File: src/rtl/alu_issue_stage.sv
// alu_issue_stage: ID/EX issue register for the RV32I core.
// Decodes a fetched instruction into the ALU operation code and both ALU
// operands, and holds the result in a valid/ready pipeline register that
// feeds the execute-stage ALU. Also provides stall, flush and a counter of
// ops consumed by execute.
//
// Optional feature, macro ALU_ISSUE_ILLEGAL_EN: adds an `illegal` flag that is
// registered with the op, and a sticky `illegal_seen` flag that is set when an
// illegal op is consumed. Without the macro, undefined encodings issue
// silently as ADD 0+0 with no register write.

module alu_issue_stage #(
  parameter int XLEN  = 32,
  parameter int CNT_W = 32
) (
  input  logic             clk,
  input  logic             rst_n,
  input  logic             in_valid,
  output logic             in_ready,
  input  logic [31:0]      instr,
  input  logic [XLEN-1:0]  pc,
  input  logic [XLEN-1:0]  rs1_data,
  input  logic [XLEN-1:0]  rs2_data,
  input  logic             flush,
  output logic             out_valid,
  input  logic             out_ready,
  output logic [XLEN-1:0]  operand_a,
  output logic [XLEN-1:0]  operand_b,
  output logic [3:0]       alu_control,
  output logic [4:0]       rd,
  output logic             reg_write,
  output logic [CNT_W-1:0] issue_count
`ifdef ALU_ISSUE_ILLEGAL_EN
  , output logic           illegal
  , output logic           illegal_seen
`endif
);

  localparam logic [3:0] ALU_ADD  = 4'b0000;
  localparam logic [3:0] ALU_SUB  = 4'b0001;
  localparam logic [3:0] ALU_AND  = 4'b0010;
  localparam logic [3:0] ALU_OR   = 4'b0011;
  localparam logic [3:0] ALU_XOR  = 4'b0100;
  localparam logic [3:0] ALU_SLT  = 4'b0101;
  localparam logic [3:0] ALU_SLTU = 4'b0110;
  localparam logic [3:0] ALU_SLL  = 4'b0111;
  localparam logic [3:0] ALU_SRL  = 4'b1000;
  localparam logic [3:0] ALU_SRA  = 4'b1001;
  localparam logic [3:0] ALU_JALR = 4'b1010;

  localparam logic [6:0] OPC_OP     = 7'b0110011;
  localparam logic [6:0] OPC_OP_IMM = 7'b0010011;
  localparam logic [6:0] OPC_LOAD   = 7'b0000011;
  localparam logic [6:0] OPC_STORE  = 7'b0100011;
  localparam logic [6:0] OPC_LUI    = 7'b0110111;
  localparam logic [6:0] OPC_AUIPC  = 7'b0010111;
  localparam logic [6:0] OPC_JAL    = 7'b1101111;
  localparam logic [6:0] OPC_JALR   = 7'b1100111;
  localparam logic [6:0] OPC_BRANCH = 7'b1100011;

  localparam logic [6:0] F7_BASE = 7'b0000000;
  localparam logic [6:0] F7_ALT  = 7'b0100000;

  // Shared funct3 map of OP and OP-IMM; `alt` selects SUB/SRA.
  function automatic logic [3:0] f3_to_alu(input logic [2:0] f3, input logic alt);
    logic [3:0] code;
    case (f3)
      3'b000:  code = alt ? ALU_SUB : ALU_ADD;
      3'b001:  code = ALU_SLL;
      3'b010:  code = ALU_SLT;
      3'b011:  code = ALU_SLTU;
      3'b100:  code = ALU_XOR;
      3'b101:  code = alt ? ALU_SRA : ALU_SRL;
      3'b110:  code = ALU_OR;
      default: code = ALU_AND;
    endcase
    return code;
  endfunction

  logic [6:0]      opcode;
  logic [2:0]      funct3;
  logic [6:0]      funct7;
  logic [XLEN-1:0] imm_i, imm_s, imm_b, imm_u, imm_j;

  assign opcode = instr[6:0];
  assign funct3 = instr[14:12];
  assign funct7 = instr[31:25];
  assign imm_i  = {{20{instr[31]}}, instr[31:20]};
  assign imm_s  = {{20{instr[31]}}, instr[31:25], instr[11:7]};
  assign imm_b  = {{20{instr[31]}}, instr[7], instr[30:25], instr[11:8], 1'b0};
  assign imm_u  = {instr[31:12], 12'b0};
  assign imm_j  = {{12{instr[31]}}, instr[19:12], instr[20], instr[30:21], 1'b0};

  logic [3:0]      dec_alu;
  logic [XLEN-1:0] dec_a, dec_b;
  logic            dec_wr_raw;
  logic            dec_ill;
  logic [4:0]      dec_rd;
  logic            dec_we;

  // Instruction decode; every illegal path leaves the ADD 0+0, no-write default.
  always_comb begin
    dec_alu    = ALU_ADD;
    dec_a      = '0;
    dec_b      = '0;
    dec_wr_raw = 1'b0;
    dec_ill    = 1'b0;
    case (opcode)
      OPC_OP: begin
        if (funct7 == F7_BASE ||
            (funct7 == F7_ALT && (funct3 == 3'b000 || funct3 == 3'b101))) begin
          dec_alu    = f3_to_alu(funct3, funct7[5]);
          dec_a      = rs1_data;
          dec_b      = rs2_data;
          dec_wr_raw = 1'b1;
        end else begin
          dec_ill = 1'b1;
        end
      end
      OPC_OP_IMM: begin
        if ((funct3 == 3'b001 && funct7 != F7_BASE) ||
            (funct3 == 3'b101 && funct7 != F7_BASE && funct7 != F7_ALT)) begin
          dec_ill = 1'b1;
        end else begin
          dec_a      = rs1_data;
          dec_wr_raw = 1'b1;
          if (funct3 == 3'b001 || funct3 == 3'b101) begin
            // Shift amount only; the funct7 bits of the I-immediate are not part of b.
            dec_alu = f3_to_alu(funct3, instr[30]);
            dec_b   = {{(XLEN-5){1'b0}}, instr[24:20]};
          end else begin
            dec_alu = f3_to_alu(funct3, 1'b0);
            dec_b   = imm_i;
          end
        end
      end
      OPC_LOAD: begin
        if (funct3 == 3'b011 || funct3 == 3'b110 || funct3 == 3'b111) begin
          dec_ill = 1'b1;
        end else begin
          dec_a      = rs1_data;
          dec_b      = imm_i;
          dec_wr_raw = 1'b1;
        end
      end
      OPC_STORE: begin
        if (funct3[2] || funct3 == 3'b011) begin
          dec_ill = 1'b1;
        end else begin
          dec_a = rs1_data;
          dec_b = imm_s;
        end
      end
      OPC_LUI: begin
        dec_b      = imm_u;
        dec_wr_raw = 1'b1;
      end
      OPC_AUIPC: begin
        dec_a      = pc;
        dec_b      = imm_u;
        dec_wr_raw = 1'b1;
      end
      OPC_JAL: begin
        dec_a      = pc;
        dec_b      = imm_j;
        dec_wr_raw = 1'b1;
      end
      OPC_JALR: begin
        if (funct3 != 3'b000) begin
          dec_ill = 1'b1;
        end else begin
          dec_alu    = ALU_JALR;
          dec_a      = rs1_data;
          dec_b      = imm_i;
          dec_wr_raw = 1'b1;
        end
      end
      OPC_BRANCH: begin
        // The branch offset is not an ALU operand here; the comparison uses rs1/rs2.
        if (funct3 == 3'b010 || funct3 == 3'b011 || imm_b[0]) begin
          dec_ill = 1'b1;
        end else begin
          dec_a = rs1_data;
          dec_b = rs2_data;
          case (funct3[2:1])
            2'b00:   dec_alu = ALU_SUB;
            2'b10:   dec_alu = ALU_SLT;
            default: dec_alu = ALU_SLTU;
          endcase
        end
      end
      default: dec_ill = 1'b1;
    endcase
  end

  assign dec_we = dec_wr_raw && (instr[11:7] != 5'd0);
  assign dec_rd = dec_we ? instr[11:7] : 5'd0;

  logic             valid_q, valid_d;
  logic [XLEN-1:0]  a_q, a_d, b_q, b_d;
  logic [3:0]       alu_q, alu_d;
  logic [4:0]       rd_q, rd_d;
  logic             we_q, we_d;
  logic [CNT_W-1:0] cnt_q, cnt_d;
  logic             accept, consume;

  assign in_ready = !flush && (!valid_q || out_ready);
  assign accept   = in_valid && in_ready;
  assign consume  = valid_q && out_ready && !flush;

  // Next-state of the issue register: flush wins, then accept, then consume.
  always_comb begin
    valid_d = valid_q;
    a_d     = a_q;
    b_d     = b_q;
    alu_d   = alu_q;
    rd_d    = rd_q;
    we_d    = we_q;
    if (flush) begin
      valid_d = 1'b0;
    end else if (accept) begin
      valid_d = 1'b1;
      a_d     = dec_a;
      b_d     = dec_b;
      alu_d   = dec_alu;
      rd_d    = dec_rd;
      we_d    = dec_we;
    end else if (consume) begin
      valid_d = 1'b0;
    end
    cnt_d = consume ? cnt_q + CNT_W'(1) : cnt_q;
  end

  // Issue register and consume counter.
  always_ff @(posedge clk or negedge rst_n) begin
    if (!rst_n) begin
      valid_q <= 1'b0;
      a_q     <= '0;
      b_q     <= '0;
      alu_q   <= '0;
      rd_q    <= '0;
      we_q    <= 1'b0;
      cnt_q   <= '0;
    end else begin
      valid_q <= valid_d;
      a_q     <= a_d;
      b_q     <= b_d;
      alu_q   <= alu_d;
      rd_q    <= rd_d;
      we_q    <= we_d;
      cnt_q   <= cnt_d;
    end
  end

  assign out_valid   = valid_q;
  assign operand_a   = a_q;
  assign operand_b   = b_q;
  assign alu_control = alu_q;
  assign rd          = rd_q;
  assign reg_write   = we_q;
  assign issue_count = cnt_q;

`ifdef ALU_ISSUE_ILLEGAL_EN
  logic ill_q, seen_q;

  // Illegal flag travels with the op; the sticky flag records any consumed illegal op.
  always_ff @(posedge clk or negedge rst_n) begin
    if (!rst_n) begin
      ill_q  <= 1'b0;
      seen_q <= 1'b0;
    end else begin
      if (!flush && accept) ill_q <= dec_ill;
      if (consume && ill_q) seen_q <= 1'b1;
    end
  end

  assign illegal      = ill_q;
  assign illegal_seen = seen_q;
`else
  logic unused_ill;
  assign unused_ill = dec_ill;
`endif

endmodule
File: config.mk
export PLATFORM = sky130hd
export DESIGN_NAME = alu_issue_stage
export DESIGN_NICKNAME = d
export VERILOG_FILES = /design/src/rtl/alu_issue_stage.sv
export SDC_FILE = /design/constraint.sdc
export NUM_CORES = 1
export LEC_CHECK = 0
export BUFFER_PORTS_ARGS = -buffer_cell sky130_fd_sc_hd__buf_4
export CORE_ASPECT_RATIO = 1.2
export CORE_UTILIZATION = 34
export CTS_CLUSTER_SIZE = 30
export DETAILED_ROUTE_END_ITERATION = 8
export SKIP_CTS_REPAIR_TIMING = 1
export SLEW_MARGIN = 15
export SYNTH_ARGS = -nofsm -noshare
export SYNTH_HDL_FRONTEND = slang
export SYNTH_SLANG_ARGS = --single-unit
File: constraint.sdc
create_clock -name clk -period 2 [get_ports clk]
set_input_delay 0.2 -clock clk [delete_from_list [all_inputs] [get_ports clk]]
set_output_delay 0.2 -clock clk [all_outputs]
set_load 0.05 [all_outputs]
======== Yosys cells after proc, flatten, opt, wreduce, memory -nomap -nowiden ========
Cells that the tools add are included.
word-level totals
  register bits after elaboration ......... 107
  bits of input ports ..................... 133
  output and inout port bits .............. 108
cells by class
  $add $sub $neg .......................... 1
  eq/ne operators ......................... 19
  muxes and demuxes ....................... 35
  bitwise gates (word level) .............. 1
  reduce and logical (&&, ||, !) cells .... 31
operators with widths
  kind                   number
  $mux 32                13
  $pmux 32 s8            1
  $pmux 32 s7            1
  $pmux 4 s7             2
  $add 32x1->32 const B  1
  $eq 7x6->1 const B     4
  $eq 7x7->1 const B     3
  $mux 4                 4
  $pmux 4 s4             1
  $eq 7x5->1 const B     2
  $eq 3x3->1 const B     4
  $logic_and 1x1->1      9
  $logic_or 1x1->1       9
  $mux 1                 9
  $eq 7x2->1 const B     1
  $logic_not 7->1        1
  $ne 7x6->1 const B     1
  $reduce_bool 7->1      1
  $eq 3x2->1 const B     2
  $pmux 3 s2             1
  $reduce_bool 3->1      2
  $mux 5                 1
  $pmux 1 s5             1
  $reduce_bool 5->1      1
  other kinds (10)       12

======== Depth between registers and ports, before layout ========
Gate-level depths: netlist (run 1).
  depth in word-level cells ............... 8
  mapped depth ............................ 7
  mapped depth without buffers ............ 5

======== Worst setup path after synthesis (run 1) ========
No wires, ideal clock.
  kind .................................... register to register
  from .................................... register valid_q, in the netlist out_valid
  to ...................................... register cnt_q[23], in the netlist issue_count[23]
  setup time .............................. 0.141 ns
  arrival time ............................ 2.057 ns
  setup slack ............................. -0.198 ns
  stages on the path, launching flop included .. 7
  path buffers ............................ 1
  path through ............................ dfrtp_1 -> and3b_1 -> clkbuf_1 -> nand4_1 -> nor3_1 -> nand4_1 -> xnor2_1
on the way
  word-level cells in the longest chain between the ends .. 2
ends and longest elaborated chain
  what                            RTL line  text
  start, declared                 199       logic valid_q, valid_d;
  start signal, assigned          245       valid_q <= valid_d;
  $logic_and 1x1->1 (2 in a row)  209       assign consume = valid_q && out_ready && !flush;
  end signal, assigned            251       cnt_q <= cnt_d;
  end, declared                   204       logic [CNT_W-1:0] cnt_q, cnt_d;
No other way between the ends.
A chain may end at the register's enable or synchronous reset.

======== Worst setup path after layout (run 1) ========
  from .................................... input instr[6]
  to ...................................... register a_q[7], in the netlist operand_a[7]
on the way
  word-level cells in the longest chain between the ends .. 3
  elaborated cells on any way between the ends .. 10
  classes of those cells .................. 8 x eq/ne; 1 x mux; 1 x reduce/logical
ends and longest elaborated chain
  what                                             RTL line  text
  start, declared                                  20        input logic [31:0] instr,
  $eq 7x7->1 / $eq 7x5->1 (equally long branches)  108       case (opcode)
  $reduce_or 2->1 (no line)                        -
  $pmux 32 s7 *                                    108
  end signal, assigned                             238       a_q <= '0;
  end signal, assigned                             246       a_q <= a_d;
  end, declared                                    200       logic [XLEN-1:0] a_q, a_d, b_q, b_d;
Every way passes the cells marked *; elsewhere a longest branch is shown, timed or not.

==> results of run 1 <==
-- metal layers --
metal	wire (um)	track usage [%]
met1	6964	26.38
met2	9258	38.31
met3	1248	6.906
met4	381	7.287
met5	0	0
-- cell type report --
| type | instances | area (um2) | share of cell area [%] |
|---|---|---|---|
| inverter | 13 | 48.80 | 0.6135 |
| clock inverter | 5 | 35.03 | 0.4405 |
| timing repair buffer | 289 | 2235 | 28.09 |
| tap | 204 | 255.2 | 3.209 |
| clock buffer | 11 | 242.7 | 3.052 |
| multi-input combinational | 359 | 2459 | 30.91 |
| sequential | 107 | 2679 | 33.68 |
-- worst paths after layout --
check                           startpoint         endpoint  slack (ns)  cells after the start
setup / recovery                  instr[6]     operand_a[7]        0.14                      7
hold / removal                       flush        out_valid        0.02                      2
setup reg to reg            issue_count[8]  issue_count[23]        0.20                      5
hold reg to reg            issue_count[31]  issue_count[31]        0.49                      1
max in group asynchronous            rst_n    operand_b[13]        0.93                      3
min in group asynchronous            rst_n            rd[4]        0.34                      2
-- cells in the mapped netlist (2+ instances only) --
master	count
a21o_1	42
a22oi_1	5
o21ai_1	5
nand2_1	42
buf_6	3
buf_2	2
and4_1	4
dfrtp_1	107
a211o_1	12
nand3b_1	2
and3_1	5
o221ai_1	9
nor4_1	3
nand2b_1	4
nor2b_1	3
nand3_1	11
or3_1	3
xnor2_1	26
a211oi_1	3
a221o_1	14
inv_1	13
a22o_1	32
o21ai_0	9
nor2_1	37
xor2_1	7
nand4_1	10
a21oi_1	23
clkbuf_1	26
and2_1	10
nor3_1	10
-- power breakdown --
part	switching [W]	internal, W	leakage (nW)
sequential	0.0000868	0.00226	1.46
combinational	0.000672	0.000445	2.68
clock	0.000826	0.000886	0.136
-- kinds of logic (layout without fill, tap and decap cells) --
family	count (synthesis)	after routing	share of synthesized area, %
buf+inv	44	318	3.598
fa+ha+maj	1	1	0.2366
simple gates	155	155	14.84
flops	107	107	50.65
xor+xnor	33	33	5.468
compound gates	168	168	24.81
mux	2	2	0.4024
-- registers in the layout, indices dropped and copies added, names as in the netlist --
| register | flops |
|---|---|
| issue_count | 32 |
| operand_a | 32 |
| out_valid | 1 |
| alu_control | 4 |
| rd | 5 |
| reg_write | 1 |
| operand_b | 32 |
-- through the flow --
| stage | cells | hold WS [ns] | utilization [%] |
|---|---|---|---|
| floorplan | 510 | -0.09559 | - |
| global placement | 971 | 0.1808 | 50.76 |
| detailed placement | 971 | 0.1868 | 50.76 |
| CTS | 987 | -0.1980 | 52.60 |
| global route | 988 | 0.01168 | 52.74 |
| finish | 988 | 0.01700 | 52.74 |
-- worst max-delay path: stages --
cell and delay [ns]:
buf_4 0.11, or3b_4 0.39, or4_4 0.43, o22a_4 0.27, a2111oi_4 0.34, buf_12 0.24
a21o_1 0.14
-- placed cells by master (no fill, tap or decap), types with 7 or more instances in the layout --
cell,instances
dfrtp_1,106
nand4_1,10
a211o_1,12
nand3_1,11
a22o_1,32
and2_1,10
o221ai_1,9
a221o_1,14
buf_4,283
a21o_1,42
xnor2_1,26
clkbuf_16,9
nand2_1,41
nor2_1,37
inv_1,13
xor2_1,7
nor3_1,8
a21oi_1,21
o21ai_0,9
==> flow_metrics.tcl, run 1 <==
set metrics [dict create \
    vias_per_cell 5.185 \
    place_ws_ns -0.2155 \
    antenna_found_initial 0 \
    cts_buffer_depth 2 \
    antenna_left 0 \
    syn_inst 510 \
    hold_path.class "input port to register" \
    htree_num_levels 3 \
    grt_pass1_wl_um 27590 \
    synthToLayoutAreaGrowth_pct 50.46 \
    num_rows 49 \
    synth_cell_types 58 \
    slew_headroom_pct 52.43 \
    setup_viol 0 \
    cts_buffers 9 \
    core_um2 15080 \
    cp.required_ns 2.29 \
    drc 0 \
    port_buffers 240 \
    cts_tree "built" \
    end_kind "register" \
    drt-total-wl_um 17850 \
    rsz0062_at_grt "false" \
    synth_fp_nets 644 \
    maxSlewViolCount 0 \
    ys.flop_type "dfrtp_1" \
    fin_crit_sh_pct 93.14 \
    crit_arrival_ns 2.15 \
    async_reset_ff_share_pct 100.0 \
    worst-setup-path-type "input port to register" \
    layout_setup_ws_ns 0.1372 \
    dp_hpwl_um 13670 \
    num-fill-cells 1434 \
    cap_violations 0 \
    tns_ns 0 \
    placed_area_um2 7656 \
    first_global_vias 5249 \
    drtIter0Drc 218 \
    dr.pass1.iters 5 \
    clkTransAtPathRegs_ns 0.07 \
    fin_skew_ns 0.005724 \
    ys_ff_latch 107 \
    cts-root-buf "clkbuf_16" \
    overflow 0 \
    wl_per_cell_um 18.07 \
    finalHoldViolCount 0 \
    clkSinkCount 107 \
    yosysSeqAreaShare_pct 50.65 \
    max_freq_mhz 536.8 \
    dieArea_um2 16050 \
    synth.area.top_cells "dfrtp_1 (51%), a21o_1 (6.0%), a22o_1 (5.3%), xnor2_1 (4.3%), nand2_1 (3.0%)" \
    finalNetCount 913 \
    worstMarginPinSlew_ns 0.7093 \
    grtUsageTotal_pct 22.40 \
    grt_max_degree 40 \
    design.portCount 241 \
    die_h_um 138.6 \
    yosysTopAreaCell "dfrtp_1" \
    syn_avg_cell_area_um2 10.37 \
    period_needed_ns 1.863 \
    ir_drop_v 0.0003882 \
    initial_utilization_pct 35.05 \
    clkLatencyLatePin_ns 0.35 \
    gp_congestion 0.8467 \
    n_antenna_cell 0 \
    path_max_fanout 32 \
    final_layout_size_suffix_gt1_share_pct 40.56 \
    num_vias 5123 \
    yosysWarnings 0 \
    die_width_um 115.8 \
    final_area_um2 7954 \
    outcome "finished, final reports clean" \
    worstSetupStartpointType "input port" \
    synth_enable_flop_cells 0 \
    power_w 0.005172 \
    synth_top_area_share_pct 50.65 \
    p_leak_nw 4.278 \
    power.density_nw_per_um2 650.3 \
    synth_area_um2 5286 \
]
Power figures use the tool's default switching activity.
==> run 2: changes to the inputs <==
--- a/config.mk
+++ b/config.mk
@@ -10,6 +10,7 @@
 export CORE_UTILIZATION = 34
 export CTS_CLUSTER_SIZE = 30
 export DETAILED_ROUTE_END_ITERATION = 8
+export REMOVE_ABC_BUFFERS = 1
 export SKIP_CTS_REPAIR_TIMING = 1
 export SLEW_MARGIN = 15
 export SYNTH_ARGS = -nofsm -noshare
==> flow_metrics.tcl, run 2 (synthesis gave the netlist of run 1 again) <==
set metrics [dict create \
    tns_ns 0 \
    worst-setup-path-type "input port to register" \
    gp_congestion 0.8846 \
    cell_internal_pwr_w 0.003529 \
    grtUsageTotal_pct 22.86 \
    finalHoldViolCount 0 \
    cts_buffer_depth 2 \
    die_h_um 138.6 \
    hold_path.class "input port to register" \
    die_width_um 115.8 \
    cts_buffers 9 \
    cp.required_ns 2.24 \
    seq_area_um2 2678 \
    core_um2 15080 \
    clkSinkCount 107 \
    worstSetupStartpointType "input port" \
    grt_pass1_wl_um 28140 \
    antenna_found_initial 0 \
    synthToLayoutAreaGrowth_pct 50.13 \
    finalNetCount 917 \
    p_switching_w 0.001587 \
    power.density_nw_per_um2 644.6 \
    initial_utilization_pct 35.05 \
    max_freq_mhz 515.5 \
    period_needed_ns 1.940 \
    antenna_left 0 \
    fin_skew_ns 0.006358 \
    dieArea_um2 16050 \
    crit_arrival_ns 2.18 \
    dr.pass1.iters 4 \
    num_vias 5165 \
    worstMarginPinSlew_ns 0.7345 \
    power_frac_seq_pct 45.8 \
    slew_headroom_pct 50.74 \
    cts_tree "built" \
    n_antenna_cell 0 \
    num-fill-cells 1440 \
    cap_violations 0 \
    maxSlewViolCount 0 \
    layout_common_cells "buf_4 (287), dfrtp_1 (107), a21o_1 (42)" \
    design.portCount 241 \
    whs_ns 0.01541 \
    fin_crit_sh_pct 97.00 \
    clkLatencyLatePin_ns 0.36 \
    drtIter0Drc 199 \
    multi_input_area_um2 2436 \
    swShare_pct 31.02 \
    vias_per_cell 5.222 \
    drt-total-wl_um 17820 \
    clkTransAtPathRegs_ns 0.07 \
    grt_max_degree 50 \
    outcome "finished, final reports clean" \
    first_global_vias 5328 \
    htree_num_levels 3 \
    layout_commonest_cell "buf_4" \
    clkPwrFrac_pct 32.3 \
    end_kind "register" \
    num_rows 49 \
    p_comb_share_pct 21.9 \
    overflow 0 \
    cts-root-buf "clkbuf_16" \
    dp_hpwl_um 13630 \
    final_layout_size_suffix_gt1_share_pct 40.13 \
    p_leak_nw 4.263 \
    wl_per_cell_um 18.02 \
    final_area_um2 7936 \
    path_max_fanout 7 \
    setup_viol 0 \
    port_buffers 240 \
    rsz0062_at_grt "false" \
    placed_area_um2 7672 \
    drc 0 \
    ir_drop_v 0.0003353 \
]
[run 2: final timing paths]
path / from / endpoint / slack, ns / cells after the start
min: flush / out_valid / 0.02 / 2
max: instr[3] / operand_b[7] / 0.06 / 9
max reg2reg: out_valid / operand_b[7] / 0.18 / 7
max in group asynchronous: rst_n / rd[3] / 1.13 / 3
min reg2reg: issue_count[31] / issue_count[31] / 0.48 / 1
min in group asynchronous: rst_n / operand_a[11] / 0.25 / 2
[run 2: routing by layer]
layer | share of wire [%] | global-route usage (%)
met3 | 6.7 | 6.119
met1 | 39 | 26.71
met4 | 3.6 | 10.19
met2 | 50 | 38.72
met5 | 0 | 0
[run 2: power groups by stage]
stage,clock network [W],registers [W],logic [W]
floorplan,0,0.00271,0.000218
global placement,0,0.00238,0.00111
detailed placement,0,0.00238,0.00113
CTS,0.00170,0.00234,0.00113
global route,0.00179,0.00236,0.00120
finish,0.00165,0.00234,0.00112
[run 2: worst max-delay path, cell delays in order]
cell	delay [ns]
buf_4	0.09
buf_4	0.13
nand3b_1	0.14
buf_4	0.16
nor4b_1	0.06
a211oi_1	0.63
a21oi_1	0.27
buf_4	0.21
a221o_1	0.29
[run 2: per-stage QoR]
stage                     util (%)  setup slack (ns)  std cells  power, W
after detailed placement     50.87           -0.2587        975  0.003512
after floorplan                  -            -1.709        479  0.002929
after global placement       50.87           -0.2211        975  0.003492
after CTS                    52.56            0.1158        988  0.005177
final                        52.62           0.06004        989  0.005115
after global routing         52.62           0.05233        989  0.005346
[run 2: final cells by class]
type	instances	share of cell area [%]
timing repair buffer	293	28.54
multi-input combinational	359	30.70
clock buffer	9	2.838
clock inverter	4	0.3626
inverter	13	0.6149
tap	204	3.216
sequential	107	33.74
==> run 3: changes to the inputs <==
--- a/config.mk
+++ b/config.mk
@@ -5,8 +5,8 @@
 export SDC_FILE = /design/constraint.sdc
 export NUM_CORES = 1
 export LEC_CHECK = 0
+export ABC_CLOCK_PERIOD_IN_PS = 2000
 export BUFFER_PORTS_ARGS = -buffer_cell sky130_fd_sc_hd__buf_4
-export CORE_ASPECT_RATIO = 1.2
 export CORE_UTILIZATION = 34
 export CTS_CLUSTER_SIZE = 30
 export DETAILED_ROUTE_END_ITERATION = 8
==> flow_metrics.tcl, run 3 (synthesis gave the netlist of run 1 again) <==
set metrics [dict create \
    num_rows 45 \
    grtUsageTotal_pct 21.90 \
    instances_no_fill 971 \
    swShare_pct 29.13 \
    hold_path.class "input port to register" \
    port_buffers 240 \
    maxSlewViolCount 0 \
    dieArea_um2 16050 \
    worstReg2RegStart "out_valid" \
    finalNetCount 913 \
    placed_cells 955 \
    n_antenna_cell 0 \
    fin_skew_ns 0.004907 \
    final_util_pct 52.14 \
    crit_path_end "operand_a[31]" \
    synthToLayoutAreaGrowth_pct 49.94 \
    p_switching_w 0.001560 \
    layout_commonest_cell "buf_4" \
    worstMarginPinSlew_ns 0.7009 \
    die_width_um 126.7 \
    setup_viol 0 \
    path_max_fanout 32 \
    cell_internal_pwr_w 0.003795 \
    worst-setup-path-type "input port to register" \
    max_freq_mhz 532.9 \
    dr.pass1.iters 9 \
    tns_ns 0 \
    clkLatencyLatePin_ns 0.35 \
    clkTransAtPathRegs_ns 0.07 \
    rsz0062_at_grt "false" \
    clkSinkCount 107 \
    outcome "finished, final reports clean" \
    initial_utilization_pct 34.77 \
    slew_headroom_pct 52.99 \
    grt_pass1_wl_um 27570 \
    grt_max_degree 108 \
    r2r_setup_slack_ns 0.23 \
    layout_common_cells "buf_4 (284), dfrtp_1 (107), a21o_1 (42)" \
    r2r_end "operand_b[8]" \
    clkPwrFrac_pct 35.4 \
    fin_crit_sh_pct 93.83 \
    cts_buffer_depth 2 \
    final_layout_size_suffix_gt1_share_pct 39.72 \
    drtIter0Drc 268 \
    p_leak_nw 4.272 \
    antenna_left 0 \
    power_frac_seq_pct 43.9 \
    design.portCount 241 \
    first_global_vias 5379 \
    drt-total-wl_um 17170 \
    drc 0 \
    power.density_nw_per_um2 675.6 \
    crit_arrival_ns 2.17 \
    cts_buffers 9 \
    critPathLaunch "instr[6]" \
    p_comb_share_pct 20.7 \
    cap_violations 0 \
    cp.required_ns 2.29 \
    htree_num_levels 3 \
    whs_ns 0.01853 \
    wl_per_cell_um 17.68 \
    cts-root-buf "clkbuf_16" \
    worstSetupStartpointType "input port" \
    core_um2 15200 \
    dp_hpwl_um 12800 \
    finalHoldViolCount 0 \
    vias_per_cell 5.332 \
    overflow 0 \
    r2r.worst_path.cells 7 \
    end_kind "register" \
    period_needed_ns 1.877 \
    die_h_um 126.7 \
    ir_drop_v 0.0008439 \
    num-fill-cells 1398 \
    gp_congestion 0.8601 \
    cts_tree "built" \
    antenna_found_initial 0 \
    num_vias 5177 \
]
[run 3: changes by cell type in the layout (fill, tap and decap cells not counted), sizes merged]
cell / previous run / this run
clkinvlp: 2 / 0
clkbuf: 9 / 11
bufinv: 0 / 2
buf: 292 / 288
[run 3: layer usage]
metal | GRT usage, % | up-vias | part of all wire, %
met2 | 36.04 | 185 | 48
met3 | 5.525 | 32 | 6.7
li1 | - | 2410 | -
met1 | 27.76 | 2550 | 43
met4 | 8.403 | 0 | 2.4
met5 | 0 | - | 0
[run 3: stage by stage]
stage	worst slack [ns]	total power, W	cell area (um2)
finish	0.1234	0.005355	7926
detailed placement	-0.2361	0.003502	7610
CTS	0.1331	0.005404	7916
floorplan	-1.709	0.002929	5145
global route	0.04091	0.005595	7926
global placement	-0.2360	0.003487	7610
[run 3: power by group through the flow]
| stage | sequential (W) | clock [W] | combinational [W] |
|---|---|---|---|
| floorplan | 0.00271 | 0 | 0.000218 |
| CTS | 0.00235 | 0.00194 | 0.00112 |
| finish | 0.00235 | 0.00190 | 0.00111 |
| detailed placement | 0.00239 | 0 | 0.00112 |
| global route | 0.00236 | 0.00205 | 0.00119 |
| global placement | 0.00238 | 0 | 0.00111 |
[run 3: area by class of cell]
cell class | count | area, um2 | area share (%)
clock buffer | 11 | 232.7 | 2.936
inverter | 13 | 48.80 | 0.6156
multi-input combinational | 359 | 2436 | 30.73
timing repair buffer | 289 | 2222 | 28.03
clock inverter | 4 | 73.82 | 0.9313
sequential | 107 | 2678 | 33.78
tap | 188 | 235.2 | 2.968
[run 3: worst min path at each step]
stage | depth (start not counted) | slack [ns] | endpoint | startpoint
2_1_floorplan | 0 | -0.1 | alu_control[0] | rst_n
3_3_place_gp | 2 | 0.33 | operand_a[13] | rst_n
3_5_place_dp | 2 | 0.33 | operand_a[13] | rst_n
4_1_cts | 2 | -0.05 | operand_a[13] | rst_n
5_1_grt | 2 | 0.03 | out_valid | flush
6_report | 2 | 0.02 | out_valid | flush
[run 3: worst max-delay path, stage by stage]
cell and delay, ns:
buf_4 0.11, or3b_1 0.39, or4_4 0.44, o22a_4 0.27, a2111oi_4 0.35, buf_12 0.23
a21o_1 0.15
